## src/rtl/interval_timer.sv

```systemverilog
// Programmable interval timer counting microsecond, millisecond, second or clk ticks.
// It runs one-shot or auto-reload and keeps sticky expired/overrun flags.
module interval_timer #(
    parameter int CNT_WIDTH = 16
) (
    input  logic                 clk,
    input  logic                 rst,
    input  logic                 usecond_pulse,
    input  logic                 msecond_pulse,
    input  logic                 second_pulse,
    input  logic                 load,
    input  logic [CNT_WIDTH-1:0] period,
    input  logic [1:0]           timebase,
    input  logic                 periodic,
    input  logic                 stop,
    input  logic                 ack,
    output logic [CNT_WIDTH-1:0] remaining,
    output logic                 running,
    output logic                 expire_pulse,
    output logic                 expired,
    output logic                 overrun
);

    typedef enum logic {
        IDLE = 1'b0,
        RUN  = 1'b1
    } state_t;

    localparam logic [CNT_WIDTH-1:0] ONE = CNT_WIDTH'(1);

    state_t               state, state_nxt;
    logic [CNT_WIDTH-1:0] remaining_nxt;
    logic [CNT_WIDTH-1:0] period_q, period_nxt;
    logic [1:0]           timebase_q, timebase_nxt;
    logic                 periodic_q, periodic_nxt;
    logic                 expire_nxt, expired_nxt, overrun_nxt;
    logic                 tick;

    // Only the latched source is looked at, so coincident strobes give one tick at most.
    always_comb begin
        tick = 1'b0;
        case (timebase_q)
            2'd0:    tick = usecond_pulse;
            2'd1:    tick = msecond_pulse;
            2'd2:    tick = second_pulse;
            default: tick = 1'b1;
        endcase
    end

    always_comb begin
        // NOTE: every output of this block gets a default first, so no path can infer a latch.
        state_nxt     = state;
        remaining_nxt = remaining;
        period_nxt    = period_q;
        timebase_nxt  = timebase_q;
        periodic_nxt  = periodic_q;
        expire_nxt    = 1'b0;
        expired_nxt   = expired;
        overrun_nxt   = overrun;

        if (load) begin
            if (period != '0) begin
                remaining_nxt = period;
                period_nxt    = period;
                timebase_nxt  = timebase;
                periodic_nxt  = periodic;
                state_nxt     = RUN;
            end else begin
                remaining_nxt = '0;
                state_nxt     = IDLE;
            end
        end else if (stop) begin
            state_nxt = IDLE;
        end else if (state == RUN && tick) begin
            if (remaining > ONE) begin
                remaining_nxt = remaining - ONE;
            end else if (remaining == ONE) begin
                expire_nxt = 1'b1;
                if (periodic_q) begin
                    remaining_nxt = period_q;
                end else begin
                    remaining_nxt = '0;
                    state_nxt     = IDLE;
                end
            end
        end

        // A same-edge expiry beats ack for expired, while ack always clears overrun.
        if (ack) begin
            expired_nxt = expire_nxt;
            overrun_nxt = 1'b0;
        end else if (expire_nxt) begin
            expired_nxt = 1'b1;
            overrun_nxt = overrun | expired;
        end
    end

    always_ff @(posedge clk) begin
        // NOTE: state registers use non-blocking assignments so every flop samples pre-edge values.
        if (rst) begin
            state        <= IDLE;
            remaining    <= '0;
            period_q     <= '0;
            timebase_q   <= 2'd0;
            periodic_q   <= 1'b0;
            expire_pulse <= 1'b0;
            expired      <= 1'b0;
            overrun      <= 1'b0;
        end else begin
            state        <= state_nxt;
            remaining    <= remaining_nxt;
            period_q     <= period_nxt;
            timebase_q   <= timebase_nxt;
            periodic_q   <= periodic_nxt;
            expire_pulse <= expire_nxt;
            expired      <= expired_nxt;
            overrun      <= overrun_nxt;
        end
    end

    assign running = (state == RUN);

endmodule
```

## config.mk

```make
export PLATFORM = sky130hd
export DESIGN_NAME = interval_timer
export DESIGN_NICKNAME = d
export VERILOG_FILES = /design/src/rtl/interval_timer.sv
export SDC_FILE = /design/constraint.sdc
export NUM_CORES = 1
export LEC_CHECK = 0
export ABC_AREA = 1
export CORE_ASPECT_RATIO = 1.2
export CORE_UTILIZATION = 40
export CTS_BUF_LIST = sky130_fd_sc_hd__clkbuf_8 sky130_fd_sc_hd__clkbuf_16
export DETAILED_ROUTE_END_ITERATION = 10
export DONT_BUFFER_PORTS = 1
export HOLD_SLACK_MARGIN = 0.08
export SETUP_SLACK_MARGIN = 0.5
export SLEW_MARGIN = 25
export SYNTH_ARGS = -nofsm -noshare
export SYNTH_HDL_FRONTEND = slang
export SYNTH_SLANG_ARGS = --single-unit
```

## constraint.sdc

```tcl
create_clock -name clk -period 1.64 [get_ports clk]
set_clock_uncertainty 0.1 [all_clocks]
set_input_delay 0.246 -clock clk [delete_from_list [all_inputs] [get_ports clk]]
set_output_delay 0.246 -clock clk [all_outputs]
set_load 0.02 [all_outputs]
```

==> results.txt, run 1 <==
In the synthesized netlist the async set-or-reset flop fraction comes to 0%. The flip-flop and latch count after synthesis was 39. The worst-case headroom to the max-slew limit was 49.9%; the die boundary height was 86.9 um. The actual transition at the worst max-transition pin works out to 0.751 ns.

The worst hold path belongs to the class in -> reg. TritonCTS built the clock tree. The commonest cells after synthesis are sky130_fd_sc_hd__nand2_1 (119), sky130_fd_sc_hd__nor2_1 (87), sky130_fd_sc_hd__dfxtp_1 (39), sky130_fd_sc_hd__inv_1 (23), sky130_fd_sc_hd__a21oi_1 (21). The cell depth of the worst hold path works out to 3. The remaining number of nets flagged by the antenna check after routing is 0, and the worst-case register-to-register setup slack is -0.008 ns.

The synthesized netlist net count was 414; the number of global-route vias before repair was 2,463. sky130_fd_sc_hd__dfxtp_1 takes more of the synthesized area than any other cell. Launching element type of the critical path: a flip-flop. The starting density of the core came out at 41.9%. Sorting the synthesized cells by area gives the leading types as sky130_fd_sc_hd__dfxtp_1 (32%), sky130_fd_sc_hd__nand2_1 (19%), sky130_fd_sc_hd__nor2_1 (14%).

The final critical-path share of the clock period was 100%. Signed area change from the synthesized netlist to the final layout: 47.0%. The run gives 5 as the number of buffers created by CTS.

Detailed routing inserted a total of 2,576 vias. After detailed placement, the total cell area comes to 2800 um^2. For the number of distinct library cells after synthesis, the log shows 27. For this run, the number of Yosys warnings is 0. The global routing stage identified its most utilized layer as met2. The fraction of final layout cells sized beyond drive strength 1 was 31.7%; the clock transition at the register clock pins on the worst setup and hold paths after CTS was 0.08 ns.

STA classifies the critical path endpoint as a flip-flop. Global routing consumed, on the met3 layer, 5.09% of the routing resources. The number of standard cells after synthesis was 385. On the final layout, the worst hold slack is 0.00888 ns. The tools report the worst reg2reg path startpoint as remaining[10]$_SDFFE_PP0P_.

The layout filler cell count is 528. Routability-driven placement finished with a final weighted congestion of 0.773. The iteration count of the initial detailed-routing pass is 6, and the xor-xnor portion of the synthesized cell area is 1.82%. The area of the core was 5740 um^2; the leakage power total was 1.62 nW.

The final critical delay including setup and external delays works out to 1.65 ns. The average vias per placed instance was 4.85; the initial antenna violation count was 0. The run gives 6330 um^2 as the area of the die. The power density over the cells is 846 nW/um^2. From left edge to right edge, the die measures 72.8 um. The logs give 23.3% for the overall track demand over capacity in global routing and 4.86 mm for the sum of net half-perimeters after detailed placement. The maximum net fanout on the critical path was 14. The path with the worst hold slack has its endpoint at remaining[10]$_SDFFE_PP0P_. The floorplan has 30 rows. The share of cell area taken by muxes after synthesis is 0%. The worst setup path is of the reg -> reg kind.

For met1 alone, demand over resource in global routing was 28.5%. The number of buffer cells added on primary ports was 0. The run gives 7.42 mm as the total detailed-routing wirelength. 47 I/O pins were placed.

The clock net in this run drives a total of 39 sinks. Summing every instance area after synthesis gives 2400 um^2. Sequential cells were found to cover 32.5% of the synthesized design area.

The maximum resistive drop on vdd was 0.701 mV. The tools report the level count of the clock H-tree as 2. In the final routed layout, each cell accounts on average for 14.0 um. The most used flip-flop cell after synthesis is sky130_fd_sc_hd__dfxtp_1. The initial DRC count was 137. The combinational family with the most area after synthesis is simple AND/OR/NAND/NOR gates. In this run the critical register-to-register path is captured at remaining[8]$_SDFFE_PP0P_.

Entering global routing, the biggest net connects 22 pins. The design area is 3530 um^2, and the max-slew violation count is 0. The most used standard cell by instance count after synthesis was sky130_fd_sc_hd__nand2_1. The compound-gate portion of the synthesized area was 10.7%. The synthesized design contains 0 enable-type register cells.

The clock passes through at most 2 buffers. After detailed routing, the number of remaining DRC violations is 0. The final reports fail on setup timing.

The number of cells traversed by the worst register-to-register path is 8. The global-route wire length before repair was 11.5 mm. At the worst endpoint, the arrival time is 1.73 ns. The run gives 1 as the setup-violating endpoint count in the final report. Global routing finished with a remaining overflow of 0.

The logs give 1710 um^2 for the total area of multi-input combinational cells and 0.30 ns for the clock insertion delay at the later pin of the skew report. Setup repair after global routing could not meet its margin everywhere. The mean cell area of the mapped netlist is 6.25 um^2. Of the total synthesized cell area, the portion taken by AND, OR, NAND and NOR gates is 46.2%.

Least setup slack across all paths after layout: -0.00797 ns. The post-synthesis share of cell area spent on full adders, half adders and majority gates is 1.04%, and the total area of sequential cells is 818 um^2. For the count of endpoints failing hold in the final timing report, the log shows 0. 0 antenna diodes ended up in the layout. The maximum achievable frequency is 0.607 GHz. The cell at the root of the clock tree was sky130_fd_sc_hd__clkbuf_8. For this run, global-route usage on met2 was measured as 40.4%. After the last flow step, the layout net total stands at 479. Area share of the largest cell type after synthesis: 32.5%.

The run finished, with violations left. The hold path startpoint was load. Worst path required time: 1.72 ns. The number of maximum-capacitance violations is 0.
## kinds of logic (layout without fill, tap and decap cells)
| group | after synthesis | in the layout |
|---|---|---|
| simple gates | 251 | 253 |
| compound gates | 49 | 49 |
| flops | 39 | 39 |
| buf+inv | 39 | 103 |
| xor+xnor | 5 | 5 |
| fa+ha+maj | 2 | 2 |
## final cells by class
cell class	count	share of cell area (%)
multi-input combinational	309	48.3
tap	80	2.83
inverter	24	2.76
timing repair buffer	71	19.6
clock buffer	6	2.34
clock inverter	2	0.991
sequential	39	23.2
## critical path: stages, from the launching register on
cell	delay [ns]
sky130_fd_sc_hd__dfxtp_2	0.34
sky130_fd_sc_hd__nor2_2	0.14
sky130_fd_sc_hd__nand2_2	0.12
sky130_fd_sc_hd__nor2_8	0.18
sky130_fd_sc_hd__nand3_2	0.13
sky130_fd_sc_hd__nand2_4	0.15
sky130_fd_sc_hd__nand2_8	0.12
sky130_fd_sc_hd__o21ai_1	0.18
sky130_fd_sc_hd__nor2_1	0.07
## cells in the final DEF, fill, tap and decap left out, types with 2 or more instances in the layout
master / synthesis / layout
sky130_fd_sc_hd__dfxtp_4: 0 / 7
sky130_fd_sc_hd__dfxtp_2: 0 / 9
sky130_fd_sc_hd__o21ai_2: 0 / 7
sky130_fd_sc_hd__nand3_2: 2 / 3
sky130_fd_sc_hd__nand2_2: 10 / 14
sky130_fd_sc_hd__nand2_4: 4 / 6
sky130_fd_sc_hd__xor2_1: 3 / 2
sky130_fd_sc_hd__nor2_2: 3 / 12
sky130_fd_sc_hd__clkbuf_8: 0 / 6
sky130_fd_sc_hd__nand3_1: 13 / 12
sky130_fd_sc_hd__dlygate4sd3_1: 0 / 22
sky130_fd_sc_hd__buf_6: 4 / 23
sky130_fd_sc_hd__nand2_1: 119 / 111
sky130_fd_sc_hd__inv_1: 23 / 20
sky130_fd_sc_hd__a21oi_1: 21 / 19
sky130_fd_sc_hd__nand2_8: 0 / 4
sky130_fd_sc_hd__nor2_1: 87 / 70
sky130_fd_sc_hd__nor2_8: 2 / 2
sky130_fd_sc_hd__buf_4: 3 / 24
sky130_fd_sc_hd__a21oi_2: 1 / 2
sky130_fd_sc_hd__inv_4: 0 / 3
sky130_fd_sc_hd__o21ai_0: 6 / 4
sky130_fd_sc_hd__nand3b_1: 6 / 6
sky130_fd_sc_hd__dfxtp_1: 39 / 23
sky130_fd_sc_hd__o21ai_1: 18 / 13
sky130_fd_sc_hd__xnor2_1: 2 / 2
sky130_fd_sc_hd__nor2_4: 2 / 10
## where the power goes
| part | switching, mW | total [mW] | internal [mW] |
|---|---|---|---|
| combinational | 0.597 | 1.06 | 0.462 |
| clock | 0.362 | 0.855 | 0.493 |
| sequential | 0.0586 | 1.08 | 1.02 |
| total | 1.02 | 2.99 | 1.97 |
## sequential cells by signal, summed over array words and instances, names as in the netlist
| name | flops |
|---|---|
| periodic_q | 1 |
| expire_pulse | 1 |
| running | 1 |
| remaining | 16 |
| period_q | 16 |
| expired | 1 |
| timebase_q | 2 |
| overrun | 1 |
## per-stage QoR
| stage | setup WS [ns] | util [%] | setup TNS (ns) | std cells | power, mW |
|---|---|---|---|---|---|
| 6_report | -0.00797 | 61.5 | -0.00797 | 531 | 2.99 |
| 3_5_place_dp | -0.0790 | 48.8 | -0.412 | 493 | 1.89 |
| 4_1_cts | 0.0740 | 56.1 | 0 | 512 | 2.86 |
| 3_3_place_gp | -0.0623 | 48.8 | -0.171 | 493 | 1.89 |
| 5_1_grt | -0.0863 | 61.5 | -0.555 | 531 | 3.14 |
| 2_1_floorplan | 0.0837 | - | 0 | 385 | 1.65 |
## worst max-delay path by stage
stage / start / end / slack (ns) / depth (start not counted)
after floorplan: remaining[0]$_SDFFE_PP0P_ / remaining[0]$_SDFFE_PP0P_ / 0.08 / 10
after global placement: remaining[1]$_SDFFE_PP0P_ / remaining[15]$_SDFFE_PP0P_ / -0.06 / 9
after detailed placement: remaining[1]$_SDFFE_PP0P_ / remaining[15]$_SDFFE_PP0P_ / -0.08 / 9
after CTS: remaining[1]$_SDFFE_PP0P_ / remaining[6]$_SDFFE_PP0P_ / 0.07 / 11
after global routing: remaining[4]$_SDFFE_PP0P_ / remaining[9]$_SDFFE_PP0P_ / -0.09 / 9
final: remaining[10]$_SDFFE_PP0P_ / remaining[8]$_SDFFE_PP0P_ / -0.008 / 8
## metal layers
metal  share of wire (%)  vias up
met5                   0        -
met4                 1.7        0
met3                 5.2       14
met2                  50       71
met1                  43     1151
li1                    -     1340
## timing repair
item / CTS / global route
buffers inserted: 5 / 1
pin swaps: 16 / 11
hold endpoints to repair: 24 / 20
endpoints found under the setup margin: 37 / 37
cloned: 2 / 0
resized for setup: 56 / 35
hold buffers: 4 / 18
Power figures use the tool's default switching activity.
==> run 2, diff against run 1 <==
--- a/config.mk
+++ b/config.mk
@@ -7,6 +7,7 @@
 export LEC_CHECK = 0
 export ABC_AREA = 1
 export CORE_ASPECT_RATIO = 1.2
+export CORE_MARGIN = 3
 export CORE_UTILIZATION = 40
 export CTS_BUF_LIST = sky130_fd_sc_hd__clkbuf_8 sky130_fd_sc_hd__clkbuf_16
 export DETAILED_ROUTE_END_ITERATION = 10
==> constraint.sdc (replaced) <==
create_clock -name clk -period 1.64 [get_ports clk]
set_clock_uncertainty 0.1 [all_clocks]
set_input_delay 0.164 -clock clk [delete_from_list [all_inputs] [get_ports clk]]
set_output_delay 0.164 -clock clk [all_outputs]
set_load 0.02 [all_outputs]
==> run 2 against run 1 <==
  * The run ends with hold timing, setup timing left
  * Flip-flop and latch count did not move
  * Register-to-register slack is essentially flat
  * Non-clock buffer count down 8
  * Clock power decreased by 7.4%
  * Highest routed layer unchanged
==> results.txt, run 2 (same netlist as run 1, synthesis figures left out) <==
The min-delay analysis places its worst path in the category in -> reg. In this run the core area contains 30 standard-cell rows. The clock passes through at most 2 buffers.

The sum of net half-perimeters after detailed placement was 4.92 mm. The critical path goes through inv_4, ha_4, nand2_4, nor2_8, nand2_8, nand2_8, buf_4, nor2_2, nor2_1, nor2_1, nor2_1. The worst setup path is of the reg -> reg kind. The die boundary height is 90.9 um.

Data on the critical path is required at its endpoint by 1.73 ns. Clock-pin slew was measured on the worst setup and hold paths at 0.08 ns. TritonCTS built the clock tree. The top cell types in the final layout, fill and taps aside, are sky130_fd_sc_hd__nand2_1 (116), sky130_fd_sc_hd__nor2_1 (73), sky130_fd_sc_hd__buf_4 (32). Counting the buffers created by CTS gives 5. The setup-violating endpoint count in the final report is 1. The remaining number of nets flagged by the antenna check after routing is 0.

The logs give 0.605 GHz for the maximum achievable frequency and 0 for the count of inserted antenna diode cells. For the area of the core, the log shows 5740 um^2. In the final layout, the share of cells above drive strength 1 is 26.2%. Buffers placed on the I/O ports in this run total 0.

The final critical-path share of the clock period was 101%. For the design area, the log shows 3310 um^2. The logs give -0.0140 ns for the least setup slack across all paths after layout and 53.1% for the worst-case headroom to the max-slew limit.

For the count of endpoints failing hold in the final timing report, the log shows 17. On the worst path, the slowest cell contributes a delay of 0.38 ns. CTS saw 39 sinks. For this block, the initial DRC count from the detailed router was 138. The number of global-route vias before repair is 2,480, and the maximum number of pins on one net before global-route repair is 29. In the routed layout, each cell is associated on average with a via count of 4.83. The total power was 2.80 mW.

The run finished, with violations left. In this run the count of I/O pins placed on the die edge is 47. Setup repair after global routing could not meet its margin everywhere. The placed cell count is 490. The final RePlAce weighted congestion was 0.795. The largest individual stage delay along the critical path comes from the cell sky130_fd_sc_hd__dfxtp_4. The total overflow left after global routing is 0. The logs give 6980 um^2 for the area of the die and 0.460 mV for the maximum resistive drop on vdd. The mean routed wirelength per cell came out at 13.4 um. Iteration count of the initial detailed-routing pass: 4. For this run, design rule violations remaining after detail routing come to 0. Timing analysis after detailed placement gives a worst setup slack of -0.139 ns.

In this run the clock root is driven by a sky130_fd_sc_hd__clkbuf_8. The tightest hold margin is -0.0759 ns, and the maximum net fanout on the critical path is 5. Most common cell after layout, fill and taps aside: sky130_fd_sc_hd__nand2_1. The total detailed-routing wirelength was 7.02 mm.

The tools report the initial antenna violation count as 0. After detailed placement, the total cell area comes to 2750 um^2. The H-tree generated during clock tree synthesis spans 2 levels.

From left edge to right edge, the die measures 76.8 um. The overall track demand over capacity in global routing was 20.8%. The logs give 1.74 ns for the arrival time of the worst setup path and 0 for the number of maximum-capacitance violations. STA classifies the critical path startpoint as a flip-flop. The checks that failed: hold timing, setup timing. The largest registers in the layout are period_q (16), remaining (16), timebase_q (2). For this design the ratio of total power to cell area is 843 nW/um^2. Clock latency on the worst-skew pair, taken at its later pin, is 0.30 ns. Fill cells in the final layout number 550.

The tools report the max-slew violation count as 0. The signed area change from the synthesized netlist to the final layout is 37.8%. The smallest clock period supported by the final layout is computed as 1.65 ns. The actual transition at the worst max-transition pin is 0.701 ns. The routed via count was 2,524; the global-route wire length before repair was 11.8 mm. The category of the worst setup path capture point is a flip-flop.

The final layout contains 471 nets. The final standard cell count with taps included and fillers excluded came out at 523. The run gives 41.9% as the starting density of the core. The library cell appearing most often on the critical path was sky130_fd_sc_hd__nor2_1.

The analysis attributes to cell leakage a power of 1.52 nW.
-- run 2: path summary, 6_finish.rpt --
kind	start	end	slack (ns)	cells past startpoint
max	remaining[0]$_SDFFE_PP0P_	remaining[8]$_SDFFE_PP0P_	-0.01	11
min	load	remaining[10]$_SDFFE_PP0P_	-0.08	3
max reg2reg	remaining[0]$_SDFFE_PP0P_	remaining[8]$_SDFFE_PP0P_	-0.01	11
min reg2reg	period_q[4]$_SDFFE_PP0P_	period_q[4]$_SDFFE_PP0P_	0.36	2
-- run 2: final cells by class --
| cell class | count | area, um^2 | share of cell area (%) |
|---|---|---|---|
| clock buffer | 7 | 108 | 3.25 |
| clock inverter | 1 | 5.00 | 0.151 |
| inverter | 24 | 100 | 3.02 |
| multi-input combinational | 309 | 1630 | 49.2 |
| sequential | 39 | 806 | 24.3 |
| tap | 80 | 100 | 3.02 |
| timing repair buffer | 63 | 566 | 17.1 |
-- run 2: what timing repair did --
item / CTS / global route
hold buffers: 19 / 3
hold endpoints to repair: 38 / 25
pin swaps: 10 / 2
buffers inserted: 1 / 0
cloned: 2 / 0
endpoints found under the setup margin: 31 / 37
gates resized for setup: 46 / 9
-- run 2: routing by layer --
metal | routed length (um) | up-vias | share of wire [%] | global-route usage [%]
met5 | 0 | - | 0 | 0
met3 | 330 | 9 | 4.7 | 3.77
met2 | 3480 | 60 | 50 | 35.3
met4 | 85 | 0 | 1.2 | 6.50
li1 | - | 1323 | - | -
met1 | 3120 | 1132 | 44 | 26.4
-- run 2: stage by stage --
stage | hold slack, ns | TNS, ns | utilization [%]
2_1_floorplan | 0.220 | 0 | -
3_3_place_gp | 0.136 | -0.816 | 47.9
3_5_place_dp | 0.138 | -0.983 | 47.9
4_1_cts | -0.186 | 0 | 56.8
5_1_grt | -0.0750 | -0.988 | 57.7
6_report | -0.0759 | -0.0140 | 57.7
-- run 2: critical path: cells and delay by family, from the launching register on --
family / cells / cell delay [ns]
fa+ha+maj: 1 / 0.16
buf+inv: 2 / 0.19
flops: 1 / 0.38
simple gates: 8 / 0.71
-- run 2: where the power goes --
part	switching, mW	internal [mW]	total, mW
Combinational	0.540	0.389	0.928
Sequential	0.0577	1.02	1.07
Clock	0.361	0.431	0.792
Total	0.958	1.84	2.80
